### config.mk
export PLATFORM = sky130hd
export DESIGN_NAME = dmem_access_ctrl
export DESIGN_NICKNAME = d
export VERILOG_FILES = /design/src/rtl/dmem_access_ctrl.sv
export SDC_FILE = /design/constraint.sdc
export NUM_CORES = 1
export LEC_CHECK = 0
export CORE_MARGIN = 3
export CORE_UTILIZATION = 46
export CTS_CLUSTER_DIAMETER = 120
export DETAILED_ROUTE_END_ITERATION = 8
export PLACE_DENSITY_LB_ADDON = 0.08
export REMOVE_ABC_BUFFERS = 1
export SYNTH_ARGS = -nofsm -noshare
export SYNTH_HDL_FRONTEND = slang
export SYNTH_SLANG_ARGS = --single-unit
### constraint.sdc
create_clock -name clk -period 2.4 [get_ports clk]
set_input_delay 0.48 -clock clk [delete_from_list [all_inputs] [get_ports clk]]
set_output_delay 0.48 -clock clk [all_outputs]
set_load 0.1 [all_outputs]
### src/rtl/dmem_access_ctrl.sv
// dmem_access_ctrl: sequencer between the MEM stage and a variable-latency
// data-memory bus. It turns one load/store into a word-aligned bus request
// with byte enables and stalls the pipeline until the bus responds. Loads
// come back lane-extracted and sign/zero-extended. Misaligned accesses and
// bus timeouts complete with a fault pulse.
//
// Ports
//   clk, rst_n                 clock, async active-low reset
//   mem_read_i/mem_write_i     MEM-stage load/store (both set => store)
//   mem_mode_i, mem_unsigned_i access width, zero-extend select
//   addr_i, wdata_i            byte address, store data
//   rdata_o                    extended load data (valid in DONE, held)
//   stall_o                    freeze IF..MEM
//   fault_o, fault_addr_o      1-cycle fault pulse in DONE, faulting address
//   bus_*                      req/gnt, rvalid/rdata bus handshake
module dmem_access_ctrl #(
  parameter int ADDR_WIDTH        = 32,
  parameter int TIMEOUT           = 255,
  parameter int MEMORY_MODE_WIDTH = 2,
  parameter logic [MEMORY_MODE_WIDTH-1:0] BYTE_MEMORY_MODE     = MEMORY_MODE_WIDTH'(0),
  parameter logic [MEMORY_MODE_WIDTH-1:0] HALFWORD_MEMORY_MODE = MEMORY_MODE_WIDTH'(1),
  parameter logic [MEMORY_MODE_WIDTH-1:0] WORD_MEMORY_MODE     = MEMORY_MODE_WIDTH'(2)
) (
  input  logic                         clk,
  input  logic                         rst_n,
  input  logic                         mem_read_i,
  input  logic                         mem_write_i,
  input  logic [MEMORY_MODE_WIDTH-1:0] mem_mode_i,
  input  logic                         mem_unsigned_i,
  input  logic [ADDR_WIDTH-1:0]        addr_i,
  input  logic [31:0]                  wdata_i,
  output logic [31:0]                  rdata_o,
  output logic                         stall_o,
  output logic                         fault_o,
  output logic [ADDR_WIDTH-1:0]        fault_addr_o,
  output logic                         bus_req_o,
  output logic                         bus_we_o,
  output logic [ADDR_WIDTH-1:0]        bus_addr_o,
  output logic [3:0]                   bus_be_o,
  output logic [31:0]                  bus_wdata_o,
  input  logic                         bus_gnt_i,
  input  logic                         bus_rvalid_i,
  input  logic [31:0]                  bus_rdata_i
);

  typedef enum logic [1:0] {IDLE, REQ, WAIT, DONE} state_t;

  state_t                       state, state_n;
  logic [7:0]                   cnt;
  logic                         fault_q;
  logic [1:0]                   lane_q;
  logic [MEMORY_MODE_WIDTH-1:0] mode_q;
  logic                         uns_q;

  logic        active, is_byte, is_half, is_word, misal;
  logic        timeout_hit, timeout_fire;
  logic [3:0]  be_n;
  logic [31:0] wdata_n, lane_word, load_ext;

  assign active  = mem_read_i | mem_write_i;
  assign is_byte = (mem_mode_i == BYTE_MEMORY_MODE);
  assign is_half = (mem_mode_i == HALFWORD_MEMORY_MODE);
  // any encoding that is not byte/half is handled as a full word
  assign is_word = ~is_byte & ~is_half;
  assign misal   = (is_half & addr_i[0]) | (is_word & (addr_i[1:0] != 2'b00));

  always_comb begin
    be_n    = 4'b1111;
    wdata_n = wdata_i;
    if (is_byte) begin
      be_n    = 4'b0001 << addr_i[1:0];
      wdata_n = {4{wdata_i[7:0]}};
    end else if (is_half) begin
      be_n    = 4'b0011 << {addr_i[1], 1'b0};
      wdata_n = {2{wdata_i[15:0]}};
    end
  end

  // halfword lanes are always even, so one shift serves every width
  assign lane_word = bus_rdata_i >> {lane_q, 3'b000};

  always_comb begin
    load_ext = lane_word;
    if (mode_q == BYTE_MEMORY_MODE)
      load_ext = {{24{~uns_q & lane_word[7]}}, lane_word[7:0]};
    else if (mode_q == HALFWORD_MEMORY_MODE)
      load_ext = {{16{~uns_q & lane_word[15]}}, lane_word[15:0]};
  end

  // cnt holds the number of REQ/WAIT cycles already spent, so the hit marks
  // the TIMEOUT-th cycle. A response arriving in that very cycle still wins.
  assign timeout_hit  = (cnt >= 8'(TIMEOUT - 1));
  assign timeout_fire = timeout_hit &
                        ((state == REQ) | ((state == WAIT) & ~bus_rvalid_i));

  always_comb begin
    state_n = state;
    case (state)
      IDLE: if (active) state_n = misal ? DONE : REQ;
      REQ:  if (timeout_fire) state_n = DONE;
            else if (bus_gnt_i) state_n = WAIT;
      WAIT: if (bus_rvalid_i | timeout_fire) state_n = DONE;
      DONE: state_n = IDLE;
      default: state_n = IDLE;
    endcase
  end

  assign stall_o = ((state == IDLE) & active) | (state == REQ) | (state == WAIT);
  assign fault_o = (state == DONE) & fault_q;

  always_ff @(posedge clk or negedge rst_n) begin
    if (!rst_n) begin
      state        <= IDLE;
      cnt          <= '0;
      fault_q      <= 1'b0;
      lane_q       <= '0;
      mode_q       <= '0;
      uns_q        <= 1'b0;
      rdata_o      <= '0;
      fault_addr_o <= '0;
      bus_req_o    <= 1'b0;
      bus_we_o     <= 1'b0;
      bus_addr_o   <= '0;
      bus_be_o     <= '0;
      bus_wdata_o  <= '0;
    end else begin
      state     <= state_n;
      bus_req_o <= (state_n == REQ);
      case (state)
        IDLE: if (active) begin
          if (misal) begin
            fault_q      <= 1'b1;
            fault_addr_o <= addr_i;
          end else begin
            fault_q     <= 1'b0;
            cnt         <= '0;
            bus_we_o    <= mem_write_i;
            bus_addr_o  <= {addr_i[ADDR_WIDTH-1:2], 2'b00};
            bus_be_o    <= be_n;
            bus_wdata_o <= wdata_n;
            lane_q      <= addr_i[1:0];
            mode_q      <= mem_mode_i;
            uns_q       <= mem_unsigned_i;
          end
        end
        REQ, WAIT: begin
          if (cnt != 8'hFF) cnt <= cnt + 8'd1;
          if (timeout_fire) begin
            fault_q      <= 1'b1;
            rdata_o      <= '0;
            fault_addr_o <= {bus_addr_o[ADDR_WIDTH-1:2], lane_q};
          end else if ((state == WAIT) & bus_rvalid_i & ~bus_we_o) begin
            rdata_o <= load_ext;
          end
        end
        default: ;
      endcase
    end
  end

endmodule

---- Word-level counts from Yosys, hierarchy flattened ----
Index checks and enable logic that the tools add are counted.
cells by class
  $lt $le $gt $ge ......................... 1
  shift-type cells ........................ 3
  reductions and logical operators ........ 12
  bitwise logic cells ..................... 23
  $add $sub $neg .......................... 1
  eq/ne operators ......................... 12
  mux-type cells .......................... 26
operator list
  kind                                                               count
  32-bit 2-to-1 mux                                                  9
  32-bit case mux with 2 select lines                                1
  32-bit by 5-bit >> shifter with 32-bit output                      1
  8-bit 2-to-1 mux                                                   3
  8-bit case mux with 2 select lines                                 1
  1-bit AND                                                          11
  2-bit 2-to-1 mux                                                   5
  2-bit != test, second input constant                               5
  8-bit by 1-bit adder with 8-bit output, second input constant      1
  2-bit by 1-bit == test with 1-bit output, second input constant    4
  8-bit >= comparator, second input constant                         1
  4-bit 2-to-1 mux                                                   2
  8-bit != test, second input constant                               1
  2-bit case mux with 4 select lines                                 1
  4-bit AND reduction                                                2
  2-bit zero test                                                    3
  1-bit inverter                                                     6
  1-bit OR                                                           6
  3-bit AND reduction                                                2
  2-bit nonzero test                                                 3
  2-bit == test, second input constant                               2
  1-bit by 2-bit << shifter with 4-bit output, first input constant  1
  2-bit by 2-bit << shifter with 4-bit output, first input constant  1
  1-bit 2-to-1 mux                                                   3
  other kinds (3)                                                    3
word-level totals
  output and inout port bits .............. 136
  flip-flop bits (word level) ............. 148
  word-level logic and storage cells ...... 91

---- Logic depth before layout (Yosys ltp) ----
Gate-level depths: netlist of the first run.
  depth after elaboration ................. 9
  gate-level depth with buffers ........... 8
  gate-level depth less buffers ........... 6

---- Least setup slack after synthesis of the first run ----
OpenSTA, ideal clock, no wires.
  path type ............................... register to output
  from .................................... reg state[0]
  to ...................................... out stall_o
  setup slack ............................. 0.215 ns
  arrival ................................. 1.705 ns
  stages on the path, launching flop included .. 5
  data required time ...................... 1.920 ns
  buffers on the path ..................... 0
  path through ............................ dfrtp_1 -> inv_1 -> ha_1 -> o21a_1 -> or3_1
between the ends
  longest elaborated chain between the ends .. 4
  elaborated cells on any way between the ends .. 6
  classes of those cells .................. 2 x eq/ne; 3 x bitwise; 1 x reduce/logical
RTL lines
  item                    line  source
  start, declared         48    state_t state, state_n;
  start signal, assigned  127   state <= state_n;
  2-bit zero test         108   assign stall_o = ((state == IDLE) & active) | (state == REQ) | (state == WAIT);
  1-bit AND               108
  1-bit OR                108
  1-bit OR (*)            108
  end, declared           33    output logic stall_o,
Every way passes the cells marked *; elsewhere a longest branch is shown, timed or not.

---- Worst setup path after layout of the first run ----
  from .................................... reg state[1]
  to ...................................... out stall_o
Same word-level chain as after synthesis.

==> impl_metrics.py, run 1 <==
metrics = {
    "timing": {
        "hold_viol_final": 0,
        "slew_violations": 0,
        "fin_crit_ns": 2.33,
        "fmax_mhz": 430,
        "maxSlewHeadroom": 0.420,
        "setup_tns_ns": 0,
        "worst_slew_pin_slew_ns": 0.866,
        "period_share": 0.969,
        "clock-skew-final_ns": 0.0102,
        "rsz0062_at_grt": "no",
        "setup_violations": 0,
    },
    "placed_design": {
        "globalplace.congestion": 0.822,
        "hpwl_um": 14700,
        "portBuffers": 238,
        "placed_area_um2": 9690,
        "dp_cells": 1056,
    },
    "final_layout": {
        "fin_area_um2": 10300,
        "fillers": 1189,
        "n_antenna_cell": 0,
        "nets": 978,
        "syn2layout_area_growth_pct": 41.0,
        "fin_util": 0.670,
        "drive_above_1_share": 0.356,
        "fin_cells": 1090,
    },
    "cts": {
        "cts_root_buffer": "clkbuf_16",
        "cts_tree": "done",
        "cts.sinks": 148,
        "cts_buffers": 17,
        "htreeDepth": 4,
        "clockBufferDepth": 2,
        "cts.clk_slew.worst_paths_ns": 0.06,
        "clkLatencyLatePin_ns": 0.42,
    },
    "floorplanning": {
        "rows": 45,
        "dieArea_um2": 17400,
        "die_w_um": 132,
        "dieHeight_um": 132,
        "initial_core_util": 0.475,
        "ios": 241,
        "core_um2": 15400,
    },
    "global_route": {
        "grtUsageTotal": 0.233,
        "grt_pass1_wl_um": 32900,
        "antenna_found_initial": 0,
        "grt_max_degree": 58,
        "grt_pass1_vias": 6165,
        "grt_overflow": 0,
    },
    "drt": {
        "wl_um": 20400,
        "num_vias": 5937,
        "wl_per_cell_um": 18.7,
        "vias_per_cell": 5.45,
        "ant_nets": 0,
        "drtIter0Drc": 360,
        "dr.pass1.iters": 4,
        "drcViolationCount": 0,
    },
    "synthesis": {
        "synth_area_leaders": "dfrtp_1 51%, mux2_2 16%, mux2i_1 5.6%, o21ai_0 3.5%, a32o_1 3.3%",
        "synth_ff_type": "dfrtp_1",
        "netlist_area_um2": 7300,
        "postSynthAreaPerCell_um2": 11.7,
        "synth-seq-cells": 148,
        "synth_top_cell_by_area": "dfrtp_1",
        "synth_warnings": 0,
        "synth_cell_types": 53,
        "synthCells": 626,
        "async_reset_ff_frac": 1.00,
        "synth_edf_count": 0,
        "synth_top_area_frac": 0.507,
        "seq_area_frac_synth": 0.507,
    },
    "flow_run": {
        "drv_cap": 0,
    },
    "worst_setup_path": {
        "setup.worst_path.end_class": "primary output",
        "required_ns": 1.92,
        "reg2reg_slack_ns": 0.16,
        "path_class": "reg -> out",
        "startpoint_type": "flip-flop",
        "worstReg2RegStart": "state[1]",
        "endpoint": "stall_o",
        "crit_start": "state[1]",
        "crit_fanout": 8,
        "crit_arrival_ns": 1.85,
        "rr_endpoint": "fault_addr_o[19]",
        "reg2reg_depth": 7,
    },
    "min_path": {
        "hold_class": "in -> async",
    },
    "run_status": {
        "status": "complete, no violations",
    },
}
==> routing by layer <==
metal  routed length [um]  GRT usage
met2                 9770      0.373
met3                 1640     0.0798
met1                 8770      0.302
met4                  191     0.0688
met5                    0          0
==> logic make-up (layout without fill, tap and decap cells) <==
kind of cell             count (synthesis)  in the layout  synth area share
AO/OA/AOI/OAI                          145            146             0.142
other                                    1              2          0.000513
flip-flops                             148            148             0.507
buffers and inverters                   56            307            0.0391
AND/OR/NAND/NOR                        119            119            0.0742
XOR/XNOR                                 1              1           0.00120
multiplexers                           149            149             0.224
adder cells (fa/ha/maj)                  7              7            0.0120
==> synth_stat cells (4+ instances only) <==
| master | n |
|---|---|
| mux2_2 | 104 |
| ha_1 | 7 |
| buf_6 | 5 |
| nor2b_1 | 11 |
| a32o_1 | 24 |
| nor2_1 | 21 |
| o211ai_1 | 4 |
| clkbuf_1 | 16 |
| nand3_1 | 5 |
| a22o_1 | 12 |
| inv_1 | 9 |
| a211o_1 | 9 |
| a21oi_1 | 23 |
| mux2i_1 | 41 |
| buf_2 | 20 |
| dfrtp_1 | 148 |
| o21ai_0 | 51 |
| or2_2 | 5 |
| nand2_1 | 60 |
==> cell usage in the layout (no fill, tap or decap), drive strengths merged, types with 2 or more instances in the layout <==
cell,instances
clkdlybuf4s50,103
o21a,2
ha,7
a211o,9
nor3,3
nand3,5
o21ai,53
a31oi,2
o32ai,2
inv,9
a221o,2
o211a,2
conb,2
buf,163
clkinv,6
or2,5
a32o,24
mux2i,41
nand3b,2
a211oi,3
clkbuf,23
dfrtp,148
a22o,12
a21oi,23
mux2,107
nand2,60
nand2b,2
nor2,21
bufinv,2
and2,2
nand4,2
o211ai,5
nor2b,11
==> repair_timing <==
action	CTS	global route
setup endpoints to repair	2	35
gates cloned	0	1
buffers inserted	1	0
resized for setup	0	1
hold buffers	0	0
pin swaps	0	1
==> state kept, by name, indices dropped and copies added (netlist names) <==
signal and flops:
bus_wdata_o 32, fault_addr_o 32, rdata_o 32, bus_addr_o 30, cnt 8, bus_be_o 4, lane_q 2, mode_q 2
state 2, bus_req_o 1, bus_we_o 1, fault_q 1, uns_q 1
==> per-stage QoR <==
step	setup slack (ns)	hold slack, ns
3_5_place_dp	-0.140	0.475
5_1_grt	0.00851	0.0798
4_1_cts	0.00365	0.0521
6_report	0.0748	0.0390
2_1_floorplan	-1.32	0.184
3_3_place_gp	-0.0923	0.466
==> worst min-delay path by stage <==
stage               startpoint         endpoint  slack, ns
3_3_place_gp   bus_wdata_o[28]  bus_wdata_o[28]       0.47
5_1_grt                  rst_n      rdata_o[30]       0.08
6_report                 rst_n      rdata_o[14]       0.04
4_1_cts                  rst_n      rdata_o[14]       0.05
3_5_place_dp    bus_wdata_o[8]   bus_wdata_o[8]       0.48
2_1_floorplan            rst_n   bus_addr_o[10]       0.18
==> worst max-delay path, cell delays in order (launching register included) <==
cell and delay, ns:
dfrtp_2 0.41, inv_1 0.08, ha_2 0.22, o21a_1 0.16
or3_1 0.36, buf_12 0.18
==> final cells by class <==
| type | count | area [um^2] | area share |
|---|---|---|---|
| timing repair buffer | 266 | 2360 | 0.229 |
| sequential | 148 | 3700 | 0.360 |
| inverter | 9 | 33.8 | 0.00328 |
| clock buffer | 23 | 488 | 0.0474 |
| tap | 211 | 264 | 0.0256 |
| multi-input combinational | 424 | 3350 | 0.325 |
| clock inverter | 9 | 101 | 0.00984 |
Power of run 1 is left out: the tool's default activity adds up to more than one toggle a clock period on the data nets, which glitch-free logic cannot reach.
==> run 2, diff against run 1 <==
REMOVE_ABC_BUFFERS = default   (was 1)
==> run 2 against run 1 <==
  * Sequential cell count unchanged
  * Non-clock buffer count grew 4
  * Setup slack worse by 0.0057 ns
  * Design area is 0.18% higher
  * Largest cell class unchanged
==> impl_metrics.py, run 2 (same netlist as run 1, synthesis figures left out) <==
metrics = {
    "run_status": {
        "status": "complete, no violations",
    },
    "global_route": {
        "grt_pass1_wl_um": 33200,
        "grt_max_degree": 61,
        "antenna_found_initial": 0,
        "grtUsageTotal": 0.235,
        "grt_pass1_vias": 6250,
        "grt_overflow": 0,
    },
    "final_layout": {
        "reg_top3": "bus_wdata_o x32, fault_addr_o x32, rdata_o x32",
        "mostFrequentLayoutCells": "159 x buf_4, 147 x dfrtp_1, 104 x mux2_2, 103 x clkdlybuf4s50_1, 60 x nand2_1",
        "nets": 982,
        "mostFrequentLayoutCell": "buf_4",
        "fillers": 1162,
        "drive_above_1_share": 0.358,
        "fin_cells": 1094,
        "syn2layout_area_growth_pct": 41.3,
        "n_antenna_cell": 0,
    },
    "worst_setup_path": {
        "worstPathCellList": "inv_1 -> ha_2 -> o21a_1 -> or3_1 -> buf_12",
        "crit_fanout": 8,
        "startpoint_type": "flip-flop",
        "endpoint": "stall_o",
        "critPathMaxStageDelay_ns": 0.41,
        "worst-path-buf-inv": 2,
        "crit_arrival_ns": 1.85,
        "reg2reg_slack_ns": 0.11,
        "rr_endpoint": "rdata_o[30]",
        "required_ns": 1.92,
        "cp.depth": 5,
        "path_class": "reg -> out",
        "crit_start": "state[1]",
        "critPathTopFamily": "flip-flops",
        "reg2reg_depth": 6,
        "worst_path_max_delay_cell": "dfrtp_2",
        "setup.worst_path.end_class": "primary output",
        "worstReg2RegStart": "cnt[0]",
    },
    "cts": {
        "cts_tree": "done",
        "cts.clk_slew.worst_paths_ns": 0.06,
        "cts_root_buffer": "clkbuf_16",
        "holdBufCountCts": 0,
        "cts_buffers": 17,
        "cts.sinks": 148,
        "htreeDepth": 4,
        "clkLatencyLatePin_ns": 0.42,
        "clockBufferDepth": 2,
    },
    "floorplanning": {
        "die_w_um": 132,
        "initial_core_util": 0.475,
        "rows": 45,
        "dieHeight_um": 132,
        "dieArea_um2": 17400,
        "ios": 241,
        "core_um2": 15400,
    },
    "timing": {
        "clock-skew-final_ns": 0.00861,
        "maxSlewHeadroom": 0.375,
        "setup_violations": 0,
        "layout_setup_ws_ns": 0.0691,
        "fmax_mhz": 429,
        "period_share": 0.971,
        "slew_violations": 0,
        "worst_slew_pin_slew_ns": 0.936,
        "hold_viol_final": 0,
        "fin_crit_ns": 2.33,
        "rsz0062_at_grt": "yes",
        "setup_tns_ns": 0,
    },
    "placed_design": {
        "hpwl_um": 15300,
        "portBuffers": 238,
        "globalplace.congestion": 0.861,
        "dp_cells": 1059,
        "dp_slack_ns": -0.109,
    },
    "drt": {
        "wl_um": 20900,
        "num_vias": 5977,
        "ant_nets": 0,
        "wl_per_cell_um": 19.1,
        "dr.pass1.iters": 5,
        "drcViolationCount": 0,
        "vias_per_cell": 5.46,
        "drtIter0Drc": 404,
    },
    "min_path": {
        "hold_class": "in -> async",
    },
    "flow_run": {
        "drv_cap": 0,
    },
}
==> run 2: cell types whose count changed in the layout (fill, tap and decap cells not counted), sizes merged <==
cell | before | now
buf | 163 | 167
clkinv | 6 | 4
clkbuf | 23 | 24
clkinvlp | 1 | 2
==> run 2: cell type report <==
type / count / area, um^2 / share of cell area
inverters: 9 / 33.8 / 0.00327
multi-input cells: 424 / 3350 / 0.325
well taps: 211 / 264 / 0.0256
flip-flops and latches: 148 / 3700 / 0.359
clock buffers: 24 / 492 / 0.0476
repair buffers: 270 / 2380 / 0.230
clock inverters: 8 / 98.8 / 0.00958
==> run 2: how the worst min path moves through the flow <==
stage	to	depth (start not counted)	from
3_3_place_gp	bus_wdata_o[22]	2	bus_wdata_o[22]
2_1_floorplan	bus_addr_o[10]	0	rst_n
5_1_grt	rdata_o[29]	1	rst_n
6_report	rdata_o[29]	1	rst_n
3_5_place_dp	bus_wdata_o[29]	2	bus_wdata_o[29]
4_1_cts	rdata_o[13]	1	rst_n
==> run 2: metal layers <==
metal	track usage	wire length [um]	part of all wire	vias up
li1	-	-	-	2771
met1	0.286	8370	0.40	2957
met2	0.399	10500	0.50	228
met3	0.0775	1700	0.082	21
met4	0.0723	278	0.013	0
met5	0	0	0	-
==> run 2: what timing repair did <==
item / CTS / global route
hold endpoints to repair: 0 / 0
endpoints found under the setup margin: 2 / 24
pin swaps: 0 / 1
cloned: 0 / 1
resized for setup: 1 / 0
buffers inserted: 1 / 1
==> run 2: metrics by stage <==
| step | instance area (um^2) | hold WS (ns) | util |
|---|---|---|---|
| 2_1_floorplan | 7310 | 0.184 | - |
| 3_3_place_gp | 9700 | 0.465 | 0.631 |
| 3_5_place_dp | 9700 | 0.472 | 0.631 |
| 4_1_cts | 10300 | 0.0301 | 0.670 |
| 5_1_grt | 10300 | 0.0404 | 0.671 |
| 6_report | 10300 | 0.00732 | 0.671 |
Power of run 2 is left out for the same reason.
==> run 3, diff against run 2 <==
TNS_END_PERCENT = 10   (was default)
==> run 3 against run 2 <==
  * Hold slack got worse by 0.0045 ns
  * Design area barely moved
  * Register-to-register slack improved by 0.02 ns
  * Critical path type unchanged
  * Cell count barely moved
  * Die area did not move
  * Routed wire length barely moved
==> impl_metrics.py, run 3 (same netlist as run 1, synthesis figures left out) <==
metrics = {
    "floorplanning": {
        "dieHeight_um": 132,
        "ios": 241,
        "die_w_um": 132,
        "rows": 45,
        "initial_core_util": 0.475,
        "dieArea_um2": 17400,
        "core_um2": 15400,
    },
    "worst_setup_path": {
        "startpoint_type": "flip-flop",
        "worst-path-buf-inv": 2,
        "worst_path_max_delay_cell": "dfrtp_2",
        "crit_start": "state[1]",
        "required_ns": 1.92,
        "crit_arrival_ns": 1.86,
        "cp.depth": 5,
        "setup.worst_path.end_class": "primary output",
        "reg2reg_depth": 6,
        "worstReg2RegStart": "cnt[0]",
        "rr_endpoint": "rdata_o[30]",
        "crit_fanout": 8,
        "worstPathCellList": "inv_1 -> ha_2 -> o21a_1 -> or3_1 -> buf_12",
        "reg2reg_slack_ns": 0.13,
        "critPathTopFamily": "flip-flops",
        "endpoint": "stall_o",
        "critPathMaxStageDelay_ns": 0.42,
        "path_class": "reg -> out",
    },
    "drt": {
        "wl_per_cell_um": 19.1,
        "wl_um": 20900,
        "ant_nets": 0,
        "vias_per_cell": 5.45,
        "drtIter0Drc": 369,
        "drcViolationCount": 0,
        "num_vias": 5961,
        "dr.pass1.iters": 5,
    },
    "cts": {
        "holdBufCountCts": 0,
        "cts_root_buffer": "clkbuf_16",
        "cts_tree": "done",
        "clockBufferDepth": 2,
        "clkLatencyLatePin_ns": 0.42,
        "htreeDepth": 4,
        "cts.clk_slew.worst_paths_ns": 0.06,
        "cts_buffers": 17,
        "cts.sinks": 148,
    },
    "flow_run": {
        "drv_cap": 0,
    },
    "timing": {
        "period_share": 0.976,
        "fmax_mhz": 427,
        "clock-skew-final_ns": 0.00980,
        "rsz0062_at_grt": "yes",
        "fin_crit_ns": 2.34,
        "setup_tns_ns": 0,
        "worst_slew_pin_slew_ns": 0.901,
        "maxSlewHeadroom": 0.399,
        "slew_violations": 0,
        "setup_violations": 0,
        "hold_viol_final": 0,
    },
    "global_route": {
        "grt_max_degree": 61,
        "grt_pass1_wl_um": 33200,
        "antenna_found_initial": 0,
        "grtUsageTotal": 0.235,
        "grt_overflow": 0,
        "grt_pass1_vias": 6250,
    },
    "min_path": {
        "hold_class": "in -> async",
    },
    "final_layout": {
        "mostFrequentLayoutCells": "158 x buf_4, 147 x dfrtp_1, 104 x mux2_2, 103 x clkdlybuf4s50_1, 60 x nand2_1",
        "fin_cells": 1093,
        "mostFrequentLayoutCell": "buf_4",
        "fillers": 1163,
        "reg_top3": "bus_wdata_o x32, fault_addr_o x32, rdata_o x32",
        "nets": 981,
        "n_antenna_cell": 0,
        "fin_util": 0.671,
        "drive_above_1_share": 0.357,
        "syn2layout_area_growth_pct": 41.2,
    },
    "placed_design": {
        "hpwl_um": 15300,
        "portBuffers": 238,
        "dp_cells": 1059,
        "globalplace.congestion": 0.861,
    },
    "run_status": {
        "status": "complete, no violations",
    },
}
## run 3: routing by layer
metal | GRT usage | wire, um | up-vias
met4 | 0.0723 | 279 | 0
li1 | - | - | 2773
met1 | 0.286 | 8400 | 2949
met5 | 0 | 0 | -
met2 | 0.399 | 10500 | 218
met3 | 0.0775 | 1660 | 21
## run 3: how the worst min path moves through the flow
stage	slack [ns]	start	to	depth (start not counted)
finish	0.003	rst_n	rdata_o[29]	1
global route	0.04	rst_n	rdata_o[29]	1
CTS	0.03	rst_n	rdata_o[13]	1
detailed placement	0.47	bus_wdata_o[29]	bus_wdata_o[29]	2
global placement	0.47	bus_wdata_o[22]	bus_wdata_o[22]	2
floorplan	0.18	rst_n	bus_addr_o[10]	0
## run 3: final cells by class
class                   instances  area (um^2)  area share
clock buffers                  24          492      0.0477
clock inverters                 8         98.8     0.00959
inverters                       9         33.8     0.00328
multi-input cells             424         3350       0.325
flip-flops and latches        148         3700       0.359
well taps                     211          264      0.0256
repair buffers                269         2370       0.230
## run 3: metrics by stage
stage                     hold WS, ns  cell area, um^2  setup slack [ns]
final                         0.00283            10300            0.0585
after global routing           0.0404            10300           -0.0175
after CTS                      0.0301            10300            0.0412
after detailed placement        0.472             9700            -0.109
after global placement          0.465             9700           -0.0698
after floorplan                 0.184             7310             0.215
## run 3: repair_timing
item                                    in CTS  in global routing
gates cloned                                 0                  1
setup buffers                                1                  0
endpoints found under the setup margin       2                 24
pin swaps                                    0                  1
resized for setup                            1                  0
Power of run 3 is left out for the same reason.
